## src/rtl/instr_fetch_unit.sv

```systemverilog
// Instruction fetch stage: one outstanding word fetch, valid/stall handoff to decode,
// taken-branch redirects squash held or in-flight instructions.
module instr_fetch_unit #(
  parameter logic [31:0] RESET_PC = 32'h0000_0000
) (
  input  logic        clk,
  input  logic        rst_n,
  output logic        imem_req,
  output logic [31:0] imem_addr,
  input  logic        imem_rvalid,
  input  logic [31:0] imem_rdata,
  input  logic        branch_taken,
  input  logic [31:0] branch_target,
  input  logic        stall,
  output logic        if_valid,
  output logic [31:0] if_instr,
  output logic [31:0] if_pc,
  output logic [6:0]  if_opcode
);

  localparam logic [31:0] BOOT_PC = RESET_PC & ~32'h3;
  localparam logic [31:0] NOP     = 32'h0000_0013;

  typedef enum logic [1:0] {IDLE, FETCH, HOLD, FLUSH} state_t;

  state_t      state, state_nxt;
  logic [31:0] pc, pc_nxt;
  logic [31:0] addr_nxt, instr_nxt, ifpc_nxt, tgt;
  logic        req_nxt, valid_nxt;

  assign tgt       = branch_target & ~32'h3;
  assign if_opcode = if_instr[6:0];

  always_ff @(posedge clk or negedge rst_n) begin
    if (!rst_n) begin
      state     <= IDLE;
      pc        <= BOOT_PC;
      imem_req  <= 1'b0;
      imem_addr <= BOOT_PC;
      if_valid  <= 1'b0;
      if_instr  <= NOP;
      if_pc     <= BOOT_PC;
    end else begin
      state     <= state_nxt;
      pc        <= pc_nxt;
      imem_req  <= req_nxt;
      imem_addr <= addr_nxt;
      if_valid  <= valid_nxt;
      if_instr  <= instr_nxt;
      if_pc     <= ifpc_nxt;
    end
  end

  always_comb begin
    state_nxt = state;
    pc_nxt    = pc;
    req_nxt   = imem_req;
    addr_nxt  = imem_addr;
    valid_nxt = if_valid;
    instr_nxt = if_instr;
    ifpc_nxt  = if_pc;

    case (state)
      IDLE: begin
        state_nxt = FETCH;
        req_nxt   = 1'b1;
        if (branch_taken) begin
          pc_nxt   = tgt;
          addr_nxt = tgt;
        end else begin
          addr_nxt = pc;
        end
      end

      FETCH: begin
        if (branch_taken) begin
          pc_nxt = tgt;
          if (imem_rvalid) begin
            // Response consumed and dropped; the redirect is issued on the same edge.
            addr_nxt = tgt;
          end else begin
            req_nxt   = 1'b0;
            state_nxt = FLUSH;
          end
        end else if (imem_rvalid) begin
          instr_nxt = imem_rdata;
          ifpc_nxt  = imem_addr;
          valid_nxt = 1'b1;
          pc_nxt    = imem_addr + 32'd4;
          req_nxt   = 1'b0;
          state_nxt = HOLD;
        end
      end

      HOLD: begin
        if (branch_taken || !stall) begin
          valid_nxt = 1'b0;
          req_nxt   = 1'b1;
          state_nxt = FETCH;
          if (branch_taken) begin
            pc_nxt   = tgt;
            addr_nxt = tgt;
          end else begin
            addr_nxt = pc;
          end
        end
      end

      FLUSH: begin
        // The old request is still in flight; only its response frees the bus.
        if (branch_taken) pc_nxt = tgt;
        if (imem_rvalid) begin
          req_nxt   = 1'b1;
          addr_nxt  = branch_taken ? tgt : pc;
          state_nxt = FETCH;
        end
      end

      default: state_nxt = IDLE;
    endcase
  end

endmodule

```

## config.mk

```make
export PLATFORM = sky130hd
export DESIGN_NAME = instr_fetch_unit
export DESIGN_NICKNAME = d
export VERILOG_FILES = /design/src/rtl/instr_fetch_unit.sv
export SDC_FILE = /design/constraint.sdc
export NUM_CORES = 1
export LEC_CHECK = 0
export BUFFER_PORTS_ARGS = -buffer_cell sky130_fd_sc_hd__buf_4
export CAP_MARGIN = 5
export CORE_MARGIN = 10
export CORE_UTILIZATION = 56
export DETAILED_ROUTE_END_ITERATION = 7
export PLACE_DENSITY = 0.86
export REMOVE_ABC_BUFFERS = 1
export SLEW_MARGIN = 20
export SYNTH_ARGS = -nofsm -noshare
export SYNTH_HDL_FRONTEND = slang
export SYNTH_SLANG_ARGS = --single-unit
```

## constraint.sdc

```tcl
create_clock -name clk -period 4.9 [get_ports clk]
set_clock_uncertainty 0.05 [all_clocks]
set_input_delay 0.98 -clock clk [delete_from_list [all_inputs] [get_ports clk]]
set_output_delay 0.98 -clock clk [all_outputs]
set_load 0.02 [all_outputs]
```

==> impl_metrics.ini, run 1 <==
[setup_path]
critPathKind = register to register
arrival_ps = 3140
critPathMaxStageDelay_ps = 670
required_ps = 5250
end_kind = register
path_max_fanout = 83
startpoint_type = register
crit_path_cell_trace = nor2b_1 -> and2_1 -> nand2_4 -> o221ai_1
slowest_stage = and2_1

[clock_tree]
post_cts_buffers = 0
cts_sinks = 132
cts_made_buffers = 17
cts_tree = built
insertion_delay_ps = 520
ctsResizeCount = 0
path_clk_slew_ps = 60
ctsHoldBuffers = 0
cts_max_level = 4
root_buffer = clkbuf_8
clockBufferDepth = 2

[timing]
final_min_period_over_clock_period = 0.568
fmax_mhz = 359
fin_setup_tns_ps = 0
tightest_slew_ps = 988
rsz0062_at_grt = no
setup_violations = 0
slew_headroom = 0.340
drv_slew = 0
min_period_ps = 2780
finalHoldViolCount = 0

[route]
drt_first_pass_iters = 5
ant_nets = 0
wl_per_cell_um = 18.6
vias_per_cell = 5.59
dr_total_vias = 5452
drt_iter0_drc = 508
drc = 0
totalWireLength_um = 18100

[synth]
syn_avg_cell_area_um2 = 9.10
synthCells = 677
synth_top_area_share = 0.524
seq_area_frac_synth = 0.537
synth_compound_area_frac = 0.0910
yosysMostFrequentCell = nand2_1
yosys.area_share.simple = 0.229
synthArstFlopShare = 1.00
synthAdderAreaFrac = 0.00203
netlist_area_mm2 = 0.00616
synth_top_flop_cell = dfrtp_1
synth_xor_area_frac = 0.0356
synth_top_family_by_area = simple AND/OR/NAND/NOR gates
netlist_top_cells_area = dfrtp_1, nand2_1, mux2i_1, a21oi_1, nor2_1
synth_edf_count = 0
synthMuxAreaShare = 0.0569
synth_top_area_cell = dfrtp_1
synth_common_cells = nand2_1, dfrtp_1, nor2_1
synth_warnings = 0
ys_seq_elements = 132
synth.distinct_cells = 45

[global_route]
antenna_found_initial = 0
overflow = 0
grt_first_pass_wirelength_um = 29100
grt_max_degree = 104
grt_pass1_vias = 5460
grt_usage = 0.228

[die]
io_pins = 174
fp.dieH_um = 125
coreArea_mm2 = 0.0108
die_w_um = 125
start_util = 0.571
rows = 38
die_area_mm2 = 0.0156

[placed_design]
gp_congestion = 0.879
placed_area_mm2 = 0.00742
dp_hpwl_um = 12200
numPortBuffers = 171

[power]
power_mw = 4.04
peakVddDrop_uv = 302
pwr_density_cell_mw_per_mm2 = 507
p_leak_nw = 3.93

[outcome]
status = finished, final reports clean

[layout]
utilization = 0.738
nFillCells = 746
multi_input_area_mm2 = 0.00258
num-nets-final = 892
design_area_mm2 = 0.00797
syn_to_final_growth_pct = 29.3
drive_gt1_frac = 0.267
seq_area_mm2 = 0.00331
diodes = 0

[run]
cap_violations = 0

[hold_path]
holdCritPathClass = register to register
layout by cell type (no fill, tap or decap), drive strengths merged, types with 2 or more instances in the layout:
cell type  instances
nor3               6
a21boi             2
a21oi             40
and4               4
nand4             11
mux2i             35
and3               8
buf              177
o221ai            13
nor2              43
xor2              12
xnor2             13
nor4               2
a221o              2
nand2            245
clkbuf            24
o31ai              2
o21ai             25
nand3             12
dfstp              3
and2               2
dfrtp            129
inv                6
clkinv             6
worst max-delay path: cells and delay by family, from the launching register on:
kind / cells / cell delay (ps)
AOI/OAI and AO/OA: 1 / 440
DFF: 1 / 450
and+or+nand+nor: 3 / 1630
final timing paths:
| path | start | to | slack, ps | cells past startpoint |
|---|---|---|---|---|
| hold / removal | if_pc[11] | if_pc[11] | 420 | 2 |
| setup / recovery | state[1] | pc[17] | 2120 | 4 |
| setup reg to reg | state[1] | pc[17] | 2120 | 4 |
| hold reg to reg | if_pc[11] | if_pc[11] | 420 | 2 |
| min in group asynchronous | rst_n | if_instr[24] | 520 | 1 |
| max in group asynchronous | rst_n | imem_addr[17] | 3300 | 2 |
power by group:
part | switching, mW | internal (mW) | leakage, nW
combinational | 0.750 | 0.529 | 2.07
clock | 0.460 | 0.713 | 0.269
sequential | 0.239 | 1.35 | 1.58
total | 1.45 | 2.59 | 3.93
metrics by stage:
step | hold slack (ps) | setup slack (ps) | std cells
2_1_floorplan | 400 | 1490 | 626
3_5_place_dp | 413 | 1840 | 943
3_3_place_gp | 408 | 1960 | 943
5_1_grt | 438 | 1900 | 975
4_1_cts | 428 | 2130 | 975
6_report | 424 | 2120 | 975
flip-flops by register name (all words and copies together), names as in the netlist:
register and count:
imem_addr 32, if_pc 32, state 2, imem_req 1, pc 32, if_instr 32, if_valid 1
cell families (layout without fill, tap and decap cells):
logic type      count (synthesis)  in the layout
simple gates                  337            337
xor+xnor                       25             25
compound gates                 90             90
buf+inv                        57            215
mux                            35             35
fa+ha+maj                       1              1
flops                         132            132
area by class of cell:
type / instances / area share
Timing Repair Buffer: 177 / 0.167
Multi-Input combinational cell: 488 / 0.324
Sequential cell: 132 / 0.415
Clock inverter: 8 / 0.00990
Inverter: 6 / 0.00283
Clock buffer: 24 / 0.0591
Tap cell: 140 / 0.0220
layer usage:
metal | wire length (um) | part of all wire | GRT usage
met1 | 7440 | 0.41 | 0.286
met2 | 8720 | 0.48 | 0.366
met3 | 1640 | 0.091 | 0.0774
met4 | 289 | 0.016 | 0.0711
met5 | 0 | 0 | 0
(Power assumes the default switching activity.)
==> inputs of run 2 (changes only) <==
- CORE_UTILIZATION: 56 -> 52
- PLACE_DENSITY: 0.86 -> 0.81
- clock period: 4.9 -> 2.9 ns (I/O delays scaled with it)
==> impl_metrics.ini, run 2 (synthesis results as in run 1) <==
[setup_path]
required_ps = 3140
critPathKind = register to register
reg2reg_from = imem_addr[13]
critPathMaxStageDelay_ps = 500
r2r_end = pc[31]
end_kind = register
r2r_setup_slack_ps = 830
slowest_stage = dfrtp_1
path_max_fanout = 10
cp_top_family = simple AND/OR/NAND/NOR gates
startpoint_type = register
worst-path-stages = 5
path_buf_inv = 0
arrival_ps = 2310
crit_path_cell_trace = and4_4 -> and3_1 -> nand4_2 -> xnor2_1 -> a221o_1
ff2ff_path_depth = 5

[timing]
final_min_period_over_clock_period = 0.713
drv_slew = 0
finalHoldViolCount = 0
min_period_ps = 2070
tightest_slew_ps = 532
slew_headroom = 0.645
layout_setup_ws_ps = 831
rsz0062_at_grt = no
setup_violations = 0
fin_setup_tns_ps = 0
hold-worst-slack_ps = 76.7
fmax_mhz = 483

[layout]
design_area_mm2 = 0.00809
num-nets-final = 900
multi_input_area_mm2 = 0.00258
drive_gt1_frac = 0.278
diodes = 0
nFillCells = 858
layout.cells.non_filler = 986
seq_area_mm2 = 0.00331
syn_to_final_growth_pct = 31.4
final_cell_mix = nand2_1, buf_4, dfrtp_1
utilization = 0.703
final_common_cell = nand2_1

[route]
wl_per_cell_um = 17.9
dr_total_vias = 5373
totalWireLength_um = 17700
vias_per_cell = 5.45
drt_first_pass_iters = 6
drc = 0
ant_nets = 0
drt_iter0_drc = 448

[placed_design]
numPortBuffers = 171
placed_area_mm2 = 0.00750
place_ws_ps = 779
gp_congestion = 0.798
dp.cells = 954
dp_hpwl_um = 12400

[die]
die_area_mm2 = 0.0166
coreArea_mm2 = 0.0115
fp.dieH_um = 129
start_util = 0.535
io_pins = 174
die_w_um = 129
rows = 39

[global_route]
antenna_found_initial = 0
grt_pass1_vias = 5475
grt_usage = 0.213
grt_max_degree = 67
overflow = 0
grt_first_pass_wirelength_um = 28100

[clock_tree]
insertion_delay_ps = 410
ctsResizeCount = 0
clockBufferDepth = 2
cts_tree = built
path_clk_slew_ps = 60
cts_sinks = 132
cts_made_buffers = 17
post_cts_buffers = 0
ctsHoldBuffers = 0
cts_max_level = 4
root_buffer = clkbuf_16

[power]
p_leak_nw = 3.99
power_mw = 6.96
pwr_density_cell_mw_per_mm2 = 861
peakVddDrop_uv = 476

[run]
cap_violations = 0

[hold_path]
holdCritPathClass = input pin to asynchronous set/reset pin

[outcome]
status = finished, final reports clean
## run 2: cell count changes in the layout (fill, tap and decap cells not counted), sizes merged
cell / change
buf: +8
clkinv: -2
clkinvlp: +2
inv: +3
bufinv: +1
clkbuf: -4
## run 2: cell type report
class / instances / share of cell area
clock buffer: 20 / 0.0564
clock inverter: 12 / 0.0159
inverter: 6 / 0.00278
multi-input combinational: 488 / 0.319
sequential: 132 / 0.409
tap: 143 / 0.0221
timing repair buffer: 185 / 0.175
## run 2: routing by layer
layer  track usage  part of all wire
met3        0.0772              0.10
met4        0.0602             0.010
met2         0.350              0.48
met1         0.258              0.41
met5             0                 0
## run 2: where the power goes
| part | internal, mW | switching [mW] | total [mW] |
|---|---|---|---|
| Sequential | 2.28 | 0.386 | 2.67 |
| Combinational | 0.915 | 1.28 | 2.19 |
| Clock | 1.31 | 0.796 | 2.11 |
| Total | 4.51 | 2.46 | 6.96 |
## run 2: worst max-delay path by stage
stage,from,end,slack [ps]
floorplan,branch_taken,imem_addr[10],-110
global route,imem_addr[22],pc[31],660
CTS,imem_addr[2],pc[22],830
global placement,branch_taken,pc[24],790
finish,imem_addr[13],pc[31],830
detailed placement,branch_taken,pc[24],780
==> inputs of run 3 (changes only) <==
- CORE_UTILIZATION: 52 -> 47
- PLACE_DENSITY: 0.81 -> 0.77
- clock period: 2.9 -> 1.9 ns (I/O delays scaled with it)
==> impl_metrics.ini, run 3 (synthesis results as in run 1) <==
[outcome]
status = finished, final reports clean

[timing]
final_min_period_over_clock_period = 0.926
setup_violations = 0
tightest_slew_ps = 372
finalHoldViolCount = 0
slew_headroom = 0.752
fmax_mhz = 568
min_period_ps = 1760
drv_slew = 0
layout_setup_ws_ps = 141
rsz0062_at_grt = no

[die]
start_util = 0.484
io_pins = 174
coreArea_mm2 = 0.0127
die_area_mm2 = 0.0181
die_w_um = 134
rows = 41
fp.dieH_um = 134

[setup_path]
r2r_end = pc[31]
cp_top_family = simple AND/OR/NAND/NOR gates
crit_path_cell_trace = and3_2 -> and4_4 -> nand4_2 -> xnor2_1 -> a221o_1
path_buf_inv = 0
startpoint_type = register
reg2reg_from = imem_addr[9]
path_max_fanout = 8
ff2ff_path_depth = 5
critPathKind = register to register
critPathMaxStageDelay_ps = 360
slowest_stage = dfrtp_1
required_ps = 2140
end_kind = register
arrival_ps = 2000
r2r_setup_slack_ps = 140

[global_route]
antenna_found_initial = 1
overflow = 0
grt_first_pass_wirelength_um = 29200
grt_usage = 0.198
grt_pass1_vias = 5628
grt_max_degree = 57

[clock_tree]
clockBufferDepth = 2
insertion_delay_ps = 420
post_cts_buffers = 0
root_buffer = clkbuf_16
cts_made_buffers = 17
cts_sinks = 132
cts_max_level = 4
path_clk_slew_ps = 60
cts_tree = built

[route]
dr_total_vias = 5500
drt_iter0_drc = 325
drc = 0
vias_per_cell = 5.25
wl_per_cell_um = 17.3
totalWireLength_um = 18100
drt_first_pass_iters = 5
ant_nets = 0

[placed_design]
dp_hpwl_um = 13200
gp_congestion = 0.795
numPortBuffers = 171
place_ws_ps = 38.1
dp.cells = 1013

[layout]
num-nets-final = 931
drive_gt1_frac = 0.303
layout.cells.non_filler = 1047
utilization = 0.663
final_cell_mix = nand2_1, buf_4, dfrtp_1
syn_to_final_growth_pct = 37.0
final_common_cell = nand2_1

[hold_path]
hold_depth = 3
hold_end = if_instr[5]
worstHoldStart = imem_rdata[5]
holdCritPathClass = input pin to register

[power]
pwr_density_cell_mw_per_mm2 = 1280
p_leak_nw = 4.15
peakVddDrop_uv = 654

[run]
cap_violations = 0
[run 3: changes by cell type in the layout (fill, tap and decap cells not counted), sizes merged]
cell | before | now
clkinv | 4 | 5
clkbuf | 20 | 23
clkinvlp | 3 | 2
dlygate4sd3 | 0 | 1
diode | 0 | 1
inv | 9 | 6
buf | 185 | 215
[run 3: timing repair]
action                                 4_1_cts  5_1_grt
resized for setup                            0        5
setup endpoints to repair                    0        7
endpoints found under the hold margin       29        0
hold buffers                                 1        0
[run 3: through the flow]
step                      power, mW  hold WS, ps  TNS, ps  cell area [um^2]
after floorplan                5.80         34.4  -102020              5880
after global placement         7.61          233        0              7840
after detailed placement       7.73          237        0              7840
after CTS                      10.9         99.9        0              8420
after global routing           11.4          106        0              8440
final                          10.8          111        0              8440
[run 3: metal layers]
| metal | part of all wire | GRT usage | routed length (um) | vias to the layer above |
|---|---|---|---|---|
| met2 | 0.48 | 0.329 | 8720 | 238 |
| met5 | 0 | 0 | 0 | - |
| li1 | - | - | - | 2603 |
| met4 | 0.017 | 0.0719 | 306 | 0 |
| met3 | 0.086 | 0.0668 | 1560 | 20 |
| met1 | 0.42 | 0.233 | 7530 | 2639 |
[run 3: worst max path at each step]
stage                 start       endpoint  slack, ps  depth (start not counted)
3_3_place_gp   imem_addr[2]         pc[22]        110                          6
4_1_cts        imem_addr[2]         pc[30]          2                          6
6_report       imem_addr[9]         pc[31]        140                          5
3_5_place_dp   imem_addr[2]         pc[30]         40                          6
2_1_floorplan      state[0]  imem_addr[10]      -1110                          4
5_1_grt            state[0]         pc[21]         20                          6
[run 3: worst min-delay path, cell delays in order]
cell and delay, ps:
buf_4 70, nand2_1 40, nand2_1 50
[run 3: final cells by class]
| cell class | count | area [um^2] |
|---|---|---|
| fill | 990 | 4280 |
| sequential | 132 | 3310 |
| multi-input combinational | 488 | 2590 |
| timing repair buffer | 216 | 1730 |
| clock buffer | 23 | 468 |
| tap | 172 | 215 |
| clock inverter | 9 | 104 |
| inverter | 6 | 22.5 |
| antenna | 1 | 2.50 |
[run 3: power by group]
part,switching (mW),internal [mW],leakage [nW]
combinational,2.17,1.60,2.29
sequential,0.427,3.48,1.58
clock,1.16,1.99,0.277
